$ cat src/rtl/fetch_unit_if.sv
// ============================================================================
//  Module   : fetch_unit_if
//  Brief    : Fetch-stage bus bundle: instruction-memory request/response,
//             redirect input, decode-side stall and buffered instruction out.
//  Revision : 1.0
// ============================================================================
`default_nettype none

interface fetch_unit_if;
    // Instruction-memory request (valid/ready) and response (valid only)
    logic        imem_req_valid;
    logic        imem_req_ready;
    logic [31:0] imem_addr;
    logic        imem_resp_valid;
    logic [31:0] imem_resp_data;

    // Control-flow redirect from the PC-select logic
    logic        redirect_valid;
    logic [31:0] redirect_pc;

    // Decode side
    logic        stall;
    logic        inst_valid;
    logic [31:0] inst;
    logic [31:0] inst_pc;
    logic        misalign_err;

    // Fetch-unit side
    modport master (
        output imem_req_valid,
        input  imem_req_ready,
        output imem_addr,
        input  imem_resp_valid,
        input  imem_resp_data,
        input  redirect_valid,
        input  redirect_pc,
        input  stall,
        output inst_valid,
        output inst,
        output inst_pc,
        output misalign_err
    );

    // Environment side (memory, PC-select, decoder)
    modport slave (
        input  imem_req_valid,
        output imem_req_ready,
        input  imem_addr,
        output imem_resp_valid,
        output imem_resp_data,
        output redirect_valid,
        output redirect_pc,
        output stall,
        input  inst_valid,
        input  inst,
        input  inst_pc,
        input  misalign_err
    );
endinterface

`default_nettype wire

$ cat src/rtl/fetch_unit.sv
// ============================================================================
//  Module   : fetch_unit
//  Brief    : Instruction fetch stage. Holds the PC, keeps at most one
//             instruction-memory request in flight, buffers one instruction
//             for decode and applies redirects by killing the in-flight fetch.
//  Revision : 1.0
// ============================================================================
`default_nettype none

module fetch_unit #(
    parameter logic [31:0] RESET_PC = 32'h0000_2000,
    parameter logic [31:0] NOP_INST = 32'h0000_0013
) (
    input  wire logic   clk,
    input  wire logic   rst,
    fetch_unit_if.master bus
);

    typedef enum logic [0:0] {
        ST_REQ  = 1'b0,
        ST_WAIT = 1'b1
    } state_t;

    state_t      state_q;
    logic [31:0] pc_q;          // next address to fetch
    logic [31:0] req_pc_q;      // address of the request currently in flight
    logic        kill_q;        // in-flight response must be discarded
    logic        inst_valid_q;
    logic [31:0] inst_q;
    logic [31:0] inst_pc_q;

    logic        w_req_valid;
    logic        w_req_fire;
    logic [31:0] w_redirect_pc;

    // A request is offered only from REQ, never while redirecting, and only
    // when the buffer is empty or is being consumed this cycle.
    assign w_req_valid   = !rst && (state_q == ST_REQ) && !bus.redirect_valid &&
                           (!inst_valid_q || !bus.stall);
    assign w_req_fire    = w_req_valid && bus.imem_req_ready;
    assign w_redirect_pc = {bus.redirect_pc[31:2], 2'b00};

    assign bus.imem_req_valid = w_req_valid;
    assign bus.imem_addr      = pc_q;
    assign bus.inst_valid     = inst_valid_q;
    assign bus.inst           = inst_valid_q ? inst_q : NOP_INST;
    assign bus.inst_pc        = inst_pc_q;
    assign bus.misalign_err   = !rst && bus.redirect_valid && (bus.redirect_pc[1:0] != 2'b00);

    // Fetch FSM, PC and output buffer; redirect overrides normal sequencing.
    always_ff @(posedge clk) begin
        if (rst) begin
            state_q      <= ST_REQ;
            pc_q         <= RESET_PC;
            req_pc_q     <= RESET_PC;
            kill_q       <= 1'b0;
            inst_valid_q <= 1'b0;
            inst_q       <= NOP_INST;
            inst_pc_q    <= RESET_PC;
        end else begin
            // Decode consumes the buffer; a load below may replace it.
            if (inst_valid_q && !bus.stall) begin
                inst_valid_q <= 1'b0;
            end

            if (bus.redirect_valid) begin
                pc_q         <= w_redirect_pc;
                inst_valid_q <= 1'b0;
                if (state_q == ST_WAIT) begin
                    if (bus.imem_resp_valid) begin
                        // The in-flight response lands now; drop it directly.
                        state_q <= ST_REQ;
                        kill_q  <= 1'b0;
                    end else begin
                        kill_q  <= 1'b1;
                    end
                end
            end else begin
                case (state_q)
                    ST_REQ: begin
                        if (w_req_fire) begin
                            req_pc_q <= pc_q;
                            pc_q     <= pc_q + 32'd4;
                            state_q  <= ST_WAIT;
                        end
                    end
                    ST_WAIT: begin
                        if (bus.imem_resp_valid) begin
                            if (kill_q) begin
                                kill_q <= 1'b0;
                            end else begin
                                inst_q       <= bus.imem_resp_data;
                                inst_pc_q    <= req_pc_q;
                                inst_valid_q <= 1'b1;
                            end
                            state_q <= ST_REQ;
                        end
                    end
                    default: state_q <= ST_REQ;
                endcase
            end
        end
    end

endmodule

`default_nettype wire

$ cat src/flat_wrapper.sv
// flat-port wrapper written by rule: the top's interface ports become plain ports
module fetch_unit_flat 
#(
    parameter logic [31:0] RESET_PC = 32'h0000_2000,
    parameter logic [31:0] NOP_INST = 32'h0000_0013
)
  (clk, rst, bus_imem_req_valid, bus_imem_req_ready, bus_imem_addr, bus_imem_resp_valid, bus_imem_resp_data, bus_redirect_valid, bus_redirect_pc, bus_stall, bus_inst_valid, bus_inst, bus_inst_pc, bus_misalign_err);
  fetch_unit_if bus_i ();
  input  wire logic clk;
  input  wire logic rst;
  output wire logic [$bits(bus_i.imem_req_valid)-1:0] bus_imem_req_valid;
  input wire logic [$bits(bus_i.imem_req_ready)-1:0] bus_imem_req_ready;
  output wire logic [$bits(bus_i.imem_addr)-1:0] bus_imem_addr;
  input wire logic [$bits(bus_i.imem_resp_valid)-1:0] bus_imem_resp_valid;
  input wire logic [$bits(bus_i.imem_resp_data)-1:0] bus_imem_resp_data;
  input wire logic [$bits(bus_i.redirect_valid)-1:0] bus_redirect_valid;
  input wire logic [$bits(bus_i.redirect_pc)-1:0] bus_redirect_pc;
  input wire logic [$bits(bus_i.stall)-1:0] bus_stall;
  output wire logic [$bits(bus_i.inst_valid)-1:0] bus_inst_valid;
  output wire logic [$bits(bus_i.inst)-1:0] bus_inst;
  output wire logic [$bits(bus_i.inst_pc)-1:0] bus_inst_pc;
  output wire logic [$bits(bus_i.misalign_err)-1:0] bus_misalign_err;
  assign bus_imem_req_valid = bus_i.imem_req_valid;
  assign bus_i.imem_req_ready = bus_imem_req_ready;
  assign bus_imem_addr = bus_i.imem_addr;
  assign bus_i.imem_resp_valid = bus_imem_resp_valid;
  assign bus_i.imem_resp_data = bus_imem_resp_data;
  assign bus_i.redirect_valid = bus_redirect_valid;
  assign bus_i.redirect_pc = bus_redirect_pc;
  assign bus_i.stall = bus_stall;
  assign bus_inst_valid = bus_i.inst_valid;
  assign bus_inst = bus_i.inst;
  assign bus_inst_pc = bus_i.inst_pc;
  assign bus_misalign_err = bus_i.misalign_err;
  fetch_unit #(.RESET_PC(RESET_PC), .NOP_INST(NOP_INST)) u_core (.clk(clk), .rst(rst), .bus(bus_i));
endmodule
$ cat config.mk
export PLATFORM = sky130hd
export DESIGN_NAME = fetch_unit_flat
export DESIGN_NICKNAME = d
export VERILOG_FILES = /design/src/rtl/fetch_unit_if.sv /design/src/rtl/fetch_unit.sv /design/src/flat_wrapper.sv
export SDC_FILE = /design/constraint.sdc
export NUM_CORES = 1
export LEC_CHECK = 0
export CAP_MARGIN = 20
export CORE_MARGIN = 8
export CORE_UTILIZATION = 42
export DETAILED_ROUTE_END_ITERATION = 6
export PLACE_DENSITY = 0.82
export SETUP_SLACK_MARGIN = 0.5
export SLEW_MARGIN = 20
export SYNTH_ARGS = -nofsm -noshare
export SYNTH_HDL_FRONTEND = slang
export SYNTH_SLANG_ARGS = --single-unit
export TNS_END_PERCENT = 50
$ cat constraint.sdc
create_clock -name clk -period 2.1 [get_ports clk]
set_input_delay 0.525 -clock clk [delete_from_list [all_inputs] [get_ports clk]]
set_output_delay 0.525 -clock clk [all_outputs]
set_load 0.005 [all_outputs]
* Word-level counts from Yosys, hierarchy flattened
Index checks and enable logic that the tools add are counted.
Storage, ports and cells: input port bits 70, output and inout port bits 99, word-level logic and storage cells 51, register bits after elaboration 131
Operators by class: bitwise operators 3, muxes and demuxes 17, equality and inequality tests 1, reduce and logical (&&, ||, !) cells 21, $add $sub $neg 1
Operators with widths (count):
- 32-bit two-way mux | 4
- 32-bit by 3-bit adder with 32-bit output (second input constant) | 1
- 1-bit two-way mux | 12
- 1-bit logical AND | 7
- 2-bit AND reduction | 3
- 2-bit nonzero test | 3
- 1-bit logical NOT | 4
- 4-bit AND reduction | 1
- 1-bit NOT | 3
- 3-bit AND reduction | 1
- 2-bit inequality test (second input constant) | 1
- 1-bit case mux with 2 select lines | 1
- 2-bit OR reduction | 1
- 1-bit logical OR | 1

* Depth between registers and ports, before layout
Gate-level depths: netlist (run 1).
depth after elaboration 8, mapped depth 7, mapped depth without buffers 6

* Worst setup path after synthesis (run 1)
Ideal clock, no wire load.
path type in2reg, from input rst, to register u_core.pc_q[20] (netlist: u_core.bus.imem_addr[20]), stages on the path 6, required time 2.026 ns, library setup time 0.074 ns, setup slack 0.090 ns, path buffers 1, arrival time 1.936 ns, cells stage by stage buf_2 -> or2_4 -> nor3_4 -> nand2_2 -> or4_1 -> a31oi_1
On the way: cells in the longest elaborated chain, start to end 7
Ends and longest elaborated chain:
- start, declared | RTL line flat_wrapper.sv:10 | input wire logic rst;
- 1-bit logical NOT | RTL line fetch_unit.sv:38 | assign w_req_valid = !rst && (state_q == ST_REQ) && !bus.redirect_valid &&
- 1-bit logical AND (3 in series) | RTL line fetch_unit.sv:38
- 1-bit logical AND | RTL line fetch_unit.sv:40 | assign w_req_fire = w_req_valid && bus.imem_req_ready;
- 2-bit nonzero test (no line)
- 2-bit AND reduction (no line)
- end signal, assigned | RTL line fetch_unit.sv:67 | pc_q <= w_redirect_pc;
- end signal, assigned | RTL line fetch_unit.sv:83 | pc_q <= pc_q + 32'd4;
- end, declared | RTL line fetch_unit.sv:25 | logic [31:0] pc_q;
Parallel ways exist; a longest one is shown, timed or not. A chain may end at the register's enable or synchronous reset.

* Final worst setup path (run 1)
from register u_core.pc_q[6] (netlist: u_core.bus.imem_addr[6]), to register u_core.pc_q[16] (netlist: u_core.bus.imem_addr[16])
On the way: cells in the longest elaborated chain, start to end 4
Ends and longest elaborated chain:
- 32-bit by 3-bit adder with 32-bit output | RTL line fetch_unit.sv:83
- 32-bit two-way mux | RTL line fetch_unit.sv:81 | if (w_req_fire) begin
- 32-bit two-way mux | RTL line fetch_unit.sv:79 | case (state_q)
- 32-bit two-way mux | RTL line fetch_unit.sv:66 | if (bus.redirect_valid) begin
Every way passes these cells. The select of a mux whose other input is x is not followed.

==> impl_metrics.env, run 1 <==
export IMPL_critical_path_max_stage_delay_ns=0.41
export IMPL_routed_wl_met3_um=2520
export IMPL_cts_clk_slew_worst_paths_ns=0.06
export IMPL_buffer_ports_inserted=164
export IMPL_timing_critical_path_required_ns=2.40
export IMPL_synth_seq_cells=125
export IMPL_pwr_density_cell_mw_per_mm2=709
export IMPL_core_rowCount=40
export IMPL_worstPathMaxFanout=4
export IMPL_holdPathStages=2
export IMPL_count_of_nets_left_with_antenna_violations_after_detail_routing=0
export IMPL_arrival_ns=2.34
export IMPL_vias=6259
export IMPL_worst_r2r_startpoint="u_core.bus.imem_addr[6]"
export IMPL_finalClockSkew_ns=0.00821
export IMPL_timing_critical_path_to_type="flop"
export IMPL_setup_tns_final_ns=0
export IMPL_fmaxAchievable_mhz=489
export IMPL_numCtsBuffers=17
export IMPL_io_pin_count=169
export IMPL_slowest_stage="sky130_fd_sc_hd__dfxtp_2"
export IMPL_globalRouteOverflowTotal=0
export IMPL_wl_met2_um=11300
export IMPL_drv_cap=0
export IMPL_synth_warnings=0
export IMPL_die_area_mm2=0.0162
export IMPL_drt_wl_total_um=23600
export IMPL_tritoncts_clock_tree="yes"
export IMPL_route_layer_met1_wl_um=8430
export IMPL_reg2reg_slack_ns=0.06
export IMPL_cp_buffers_inverters=2
export IMPL_ys_seq_area_share_pct=48.1
export IMPL_setup_repair_after_global_routing_missed_its_margin="true"
export IMPL_dominantRegCellSynth="sky130_fd_sc_hd__dfxtp_1"
export IMPL_slew_headroom_pct=62.5
export IMPL_setup_violations=0
export IMPL_finalHoldViolCount=0
export IMPL_initial_core_util_pct=43.2
export IMPL_timing_final_max_slew_violations=0
export IMPL_first_pass_iters=6
export IMPL_fin_nets=979
export IMPL_clock_tree_htree_level_count=4
export IMPL_area_delta_synth_final_pct=70.2
export IMPL_cts_path_max_buffers=2
export IMPL_syn_mean_instance_area_um2=7.75
export IMPL_route_top_layer_used="met4"
export IMPL_dp_hpwl_um=11500
export IMPL_clock_sink_count=125
export IMPL_grt_pass1_wl_um=30300
export IMPL_vdd_drop_max_mv=0.710
export IMPL_hold_path_end="u_core.inst_q[4]"
export IMPL_detail_route_drc_violations=0
export IMPL_first_iter_violations=798
export IMPL_gr_usage_all_layers_pct=23.4
export IMPL_run_status="finished, final reports clean"
export IMPL_final_util_pct=73.5
export IMPL_power_consumption_mw=6.29
export IMPL_netlist_area_mm2=0.00521
export IMPL_insertion_delay_ns=0.42
export IMPL_layout_drive_gt1_share_pct=28.4
export IMPL_largest_net_degree_at_the_start_of_global_routing=63
export IMPL_worst_path_dominant_cell_family="simple AND/OR/NAND/NOR gates"
export IMPL_post_synth_main_area_contributors="sky130_fd_sc_hd__dfxtp_1 (48%), sky130_fd_sc_hd__nand2_1 (15%), sky130_fd_sc_hd__a21oi_1 (9.8%)"
export IMPL_critical_path_depth=7
export IMPL_design_core_area_mm2=0.0121
export IMPL_cts_root_buffer_cell="sky130_fd_sc_hd__clkbuf_16"
export IMPL_asyncSetResetFlopFracSynth_pct=0
export IMPL_globalplace_congestion=0.882
export IMPL_period_needed_ns=2.04
export IMPL_die_x_um=127
export IMPL_dieHeight_um=127
export IMPL_worstMarginPinSlew_ns=0.562
export IMPL_synth_area_leader_cell="sky130_fd_sc_hd__dfxtp_1"
export IMPL_num_antenna_cells=0
export IMPL_avgViaCountPerCell=5.75
export IMPL_first_global_vias=5582
export IMPL_critical_path_cell_chain="nand4_1, buf_4, nor2_2, buf_4, nand3_1, xor2_1, a211oi_1"
export IMPL_hp_start="rst"
export IMPL_period_share_pct=97.3
export IMPL_synth_enable_flop_cells=0
export IMPL_reg2regPathDepth=7
export IMPL_cp_start_kind="flop"
export IMPL_critical_path_top_cell_by_count="sky130_fd_sc_hd__buf_4"
export IMPL_grt_antenna_before_repair=0
export IMPL_avgRoutedWirePerCell_um=21.7
export IMPL_count_of_unique_library_cells_instantiated_by_yosys=43
export IMPL_post_cts_hold_buffer_count=0
export IMPL_r2r_end="u_core.bus.imem_addr[16]"
export IMPL_post_synth_inst_count=672
export IMPL_cellLeakagePower_nw=3.74
export IMPL_setup_worst_path_class="reg -> reg"
export IMPL_synth_top_area_share_pct=48.1
export IMPL_timing_hold_worst_class="in -> reg"
-- registers in the layout, indices dropped and copies added, names as in the netlist --
name	cells
u_core.kill_q	1
u_core.bus.imem_addr	30
u_core.state_q	1
u_core.bus.inst_pc	30
u_core.req_pc_q	30
u_core.bus.inst_valid	1
u_core.inst_q	32
-- power breakdown --
part | total (mW) | internal, mW | switching (mW)
combinational | 0.640 | 0.337 | 0.303
clock | 3.14 | 2.04 | 1.09
sequential | 2.51 | 2.43 | 0.0784
total | 6.29 | 4.81 | 1.48
-- cell type report --
type                    instances  area [µm²]
multi-input cells             498        2800
flip-flops and latches        125        2560
repair buffers                263        2660
fillers                       743        3200
clock inverters                11         165
inverters                       3        12.5
well taps                     168         210
clock buffers                  21         460
-- timing repair --
action	4_1_cts	5_1_grt
endpoints found under the hold margin	0	0
cloned	3	7
buffers inserted	26	19
gates resized for setup	329	59
endpoints found under the setup margin	211	182
pin swaps	51	16
-- routing by layer --
metal  track usage (%)  vias to the layer above
met1              27.2                     2917
met2              40.1                      468
met5                 0                        -
li1                  -                     2732
met4              9.59                        0
met3              6.41                      142
-- per-stage QoR --
stage               worst slack [ns]  cell area, µm²  instances  hold slack, ns
floorplan                      0.155            5270        675           0.429
global placement              -0.331            7300       1002           0.437
detailed placement            -0.338            7300       1002           0.442
CTS                            0.235            8330       1063           0.371
global route                 0.00216            8860       1089           0.374
finish                        0.0566            8860       1089           0.372
-- cell usage after synthesis, types with 2 or more instances --
master                      instances
sky130_fd_sc_hd__a2bb2oi_1          2
sky130_fd_sc_hd__nand3b_1           5
sky130_fd_sc_hd__nand3_1           13
sky130_fd_sc_hd__nor2_1            20
sky130_fd_sc_hd__o311ai_0           2
sky130_fd_sc_hd__o22ai_1            4
sky130_fd_sc_hd__a31oi_1            6
sky130_fd_sc_hd__buf_4              4
sky130_fd_sc_hd__mux2_1             2
sky130_fd_sc_hd__nor4_1             4
sky130_fd_sc_hd__and3_1             4
sky130_fd_sc_hd__xor2_1             9
sky130_fd_sc_hd__nand2b_1           5
sky130_fd_sc_hd__and4_1             5
sky130_fd_sc_hd__nor3_1            10
sky130_fd_sc_hd__inv_1              2
sky130_fd_sc_hd__a211oi_1          11
sky130_fd_sc_hd__nand4_1           15
sky130_fd_sc_hd__nand2_1          213
sky130_fd_sc_hd__or4_1              2
sky130_fd_sc_hd__and2_1            35
sky130_fd_sc_hd__a21oi_1          102
sky130_fd_sc_hd__buf_2              2
sky130_fd_sc_hd__xnor2_1           11
sky130_fd_sc_hd__dfxtp_1          125
sky130_fd_sc_hd__clkbuf_1          42
-- how the worst max path moves through the flow --
stage	from	to	slack [ns]
3_5_place_dp	bus_redirect_valid	bus_imem_req_valid	-0.34
2_1_floorplan	rst	u_core.bus.imem_addr[20]	0.15
3_3_place_gp	bus_redirect_valid	bus_imem_req_valid	-0.33
6_report	u_core.bus.imem_addr[6]	u_core.bus.imem_addr[16]	0.06
4_1_cts	u_core.bus.inst_valid	bus_imem_req_valid	0.23
5_1_grt	u_core.bus.imem_addr[6]	u_core.bus.imem_addr[16]	0.002
-- cells by family (layout without fill, tap and decap cells) --
logic type,count (synthesis),in the layout,synth area share (%)
AOI/OAI and AO/OA,137,137,14.7
xor gates and xnor gates,20,20,3.36
adders and majority gates,1,1,0.240
buffers and inverters,52,298,4.08
DFF,125,125,48.1
muxes,2,2,0.432
other,1,4,0.0720
and+or+nand+nor,334,334,29.0
-- worst register-to-register path, stage by stage (launching register included) --
cell and delay [ns]:
sky130_fd_sc_hd__dfxtp_2 0.41, sky130_fd_sc_hd__nand4_1 0.27, sky130_fd_sc_hd__buf_4 0.27, sky130_fd_sc_hd__nor2_2 0.17
sky130_fd_sc_hd__buf_4 0.16, sky130_fd_sc_hd__nand3_1 0.11, sky130_fd_sc_hd__xor2_1 0.18, sky130_fd_sc_hd__a211oi_1 0.34
-- layout by cell type (no fill, tap or decap), drive strengths merged, types with 5 or more instances in the layout --
cell type      synthesis  final
a21oi                103    103
nand3b                 5      5
dfxtp                125    125
clkdlybuf4s50          0     62
and2                  35     35
nand4                 15     15
clkdlybuf4s15          0     15
a211oi                11     11
a31oi                  6      6
nand2b                 5      5
and4                   5      5
nand2                214    214
nand3                 13     13
dlygate4sd2            0     37
clkinv                 1      7
clkbuf                42     25
buf                    7    133
xor2                   9      9
xnor2                 11     11
nor3                  11     11
dlymetal6s2s           0     12
nor2                  20     20
Note: power is estimated with default switching activity, not from simulation.
==> run 2, diff against run 1 <==
- CORE_UTILIZATION: 42 -> 43
- CTS_BUF_LIST: not set -> sky130_fd_sc_hd__clkbuf_4
- PLACE_DENSITY: 0.82 -> 0.83
- SLEW_MARGIN: 20 -> not set
==> impl_metrics.env, run 2 (synthesis gave the netlist of run 1 again) <==
export IMPL_run_status="finished with violations"
export IMPL_failed_checks="setup timing"
export IMPL_period_needed_ns=2.26
export IMPL_cts_path_max_buffers=2
export IMPL_dp_hpwl_um=11700
export IMPL_timing_final_max_slew_violations=0
export IMPL_final_instance_count_excl_fill=1094
export IMPL_initial_core_util_pct=43.7
export IMPL_hold_ws_ns=0.402
export IMPL_insertion_delay_ns=0.57
export IMPL_detailedPlace_worstSlack_ns=-0.357
export IMPL_vias=6650
export IMPL_first_global_vias=6024
export IMPL_die_area_mm2=0.0159
export IMPL_layout_commonest_cell="sky130_fd_sc_hd__nand2_1"
export IMPL_arrival_ns=2.70
export IMPL_setup_tns_final_ns=-0.832
export IMPL_post_cts_hold_buffer_count=0
export IMPL_numCtsBuffers=17
export IMPL_timing_critical_path_to_type="flop"
export IMPL_avgViaCountPerCell=6.08
export IMPL_cts_root_buffer_cell="sky130_fd_sc_hd__clkbuf_4"
export IMPL_setup_worst_path_class="reg -> reg"
export IMPL_die_x_um=126
export IMPL_detail_route_drc_violations=0
export IMPL_grt_antenna_before_repair=1
export IMPL_design_core_area_mm2=0.0119
export IMPL_tritoncts_clock_tree="yes"
export IMPL_vdd_drop_max_mv=0.422
export IMPL_period_share_pct=108
export IMPL_fin_nets=1004
export IMPL_area_delta_synth_final_pct=74.1
export IMPL_io_pin_count=169
export IMPL_buffer_ports_inserted=164
export IMPL_grt_pass1_wl_um=31900
export IMPL_finalHoldViolCount=0
export IMPL_timing_critical_path_required_ns=2.54
export IMPL_clock_tree_htree_level_count=4
export IMPL_core_rowCount=40
export IMPL_cts_clk_slew_worst_paths_ns=0.13
export IMPL_worstPathMaxFanout=5
export IMPL_count_of_nets_left_with_antenna_violations_after_detail_routing=0
export IMPL_drt_wl_total_um=24400
export IMPL_dieHeight_um=126
export IMPL_worstMarginPinSlew_ns=0.710
export IMPL_pwr_density_cell_mw_per_mm2=568
export IMPL_registers_top_by_ff_count="u_core.inst_q"
export IMPL_cp_start_kind="flop"
export IMPL_dp_cells=988
export IMPL_fmaxAchievable_mhz=443
export IMPL_largest_net_degree_at_the_start_of_global_routing=69
export IMPL_final_setup_worst_slack_ns=-0.158
export IMPL_timing_hold_worst_class="in -> reg"
export IMPL_largest_register_ffs=32
export IMPL_drv_cap=0
export IMPL_first_iter_violations=1006
export IMPL_globalRouteOverflowTotal=0
export IMPL_first_pass_iters=6
export IMPL_cellLeakagePower_nw=3.85
export IMPL_setup_repair_after_global_routing_missed_its_margin="true"
export IMPL_gr_usage_all_layers_pct=24.9
export IMPL_slew_headroom_pct=52.7
export IMPL_layout_drive_gt1_share_pct=47.4
export IMPL_finalClockSkew_ns=0.0354
export IMPL_power_consumption_mw=5.15
export IMPL_avgRoutedWirePerCell_um=22.3
export IMPL_globalplace_congestion=0.880
export IMPL_setup_violations=15
export IMPL_commonest_cells_after_routing_fill_and_taps_aside="sky130_fd_sc_hd__nand2_1 (181), sky130_fd_sc_hd__buf_6 (81), sky130_fd_sc_hd__a21oi_1 (72)"
export IMPL_clock_sink_count=125
[run 2: changes by cell type in the layout (fill, tap and decap cells not counted), moves of 17 or more]
cell / before / now
sky130_fd_sc_hd__a21oi_2: 1 / 30
sky130_fd_sc_hd__dfxtp_1: 98 / 63
sky130_fd_sc_hd__clkbuf_4: 0 / 20
sky130_fd_sc_hd__buf_6: 45 / 81
sky130_fd_sc_hd__nand2_1: 208 / 181
sky130_fd_sc_hd__dlygate4sd2_1: 37 / 3
sky130_fd_sc_hd__a21oi_1: 101 / 72
sky130_fd_sc_hd__buf_2: 15 / 55
sky130_fd_sc_hd__clkbuf_16: 21 / 4
sky130_fd_sc_hd__nand2_4: 0 / 27
sky130_fd_sc_hd__dfxtp_2: 19 / 50
[run 2: per-stage QoR]
step                      area (µm²)  util (%)
final                           9060      76.1
after global routing            9060      76.1
after CTS                       8410      70.6
after detailed placement        7310      61.4
after global placement          7310      61.4
after floorplan                 5270         -
[run 2: timing repair]
action,in CTS,in global routing
endpoints found under the setup margin,157,166
gates resized for setup,625,102
buffers inserted,49,16
pin swaps,133,61
gates cloned,3,5
[run 2: metal layers]
| layer | vias up | wire (µm) | global-route usage, % |
|---|---|---|---|
| li1 | 2783 | - | - |
| met1 | 3120 | 8860 | 27.8 |
| met2 | 570 | 11400 | 41.0 |
| met3 | 177 | 2430 | 7.26 |
| met4 | 0 | 1700 | 15.4 |
| met5 | - | 0 | 0 |
[run 2: cell type report]
cell class | instances | area (µm²)
inverters | 3 | 12.5
fillers | 686 | 2850
repair buffers | 288 | 2760
diodes | 1 | 2.50
clock buffers | 20 | 150
clock inverters | 12 | 146
flip-flops and latches | 125 | 2610
well taps | 147 | 184
multi-input cells | 498 | 3200
[run 2: path summary, 6_finish.rpt]
path,start,to,slack [ns],depth (start not counted)
max,u_core.bus.inst_valid,u_core.bus.imem_addr[8],-0.16,10
min,rst,u_core.bus.imem_addr[27],0.40,4
max reg2reg,u_core.bus.inst_valid,u_core.bus.imem_addr[8],-0.16,10
min reg2reg,u_core.req_pc_q[5],u_core.bus.inst_pc[5],0.45,2
[run 2: report_power, final]
part | switching (mW) | leakage [nW] | internal, mW
Combinational | 0.403 | 2.65 | 0.420
Sequential | 0.0480 | 1.04 | 2.42
Clock | 0.994 | 0.159 | 0.855
Total | 1.45 | 3.85 | 3.70
[run 2: critical path, stage by stage, from the launching register on]
cell and delay, ns:
sky130_fd_sc_hd__dfxtp_4 0.38, sky130_fd_sc_hd__buf_6 0.14, sky130_fd_sc_hd__buf_6 0.12, sky130_fd_sc_hd__a21o_4 0.21, sky130_fd_sc_hd__buf_6 0.11, sky130_fd_sc_hd__buf_6 0.11, sky130_fd_sc_hd__nor3_4 0.25, sky130_fd_sc_hd__buf_6 0.19
sky130_fd_sc_hd__nand4_1 0.17, sky130_fd_sc_hd__xor2_1 0.20, sky130_fd_sc_hd__a211oi_1 0.25
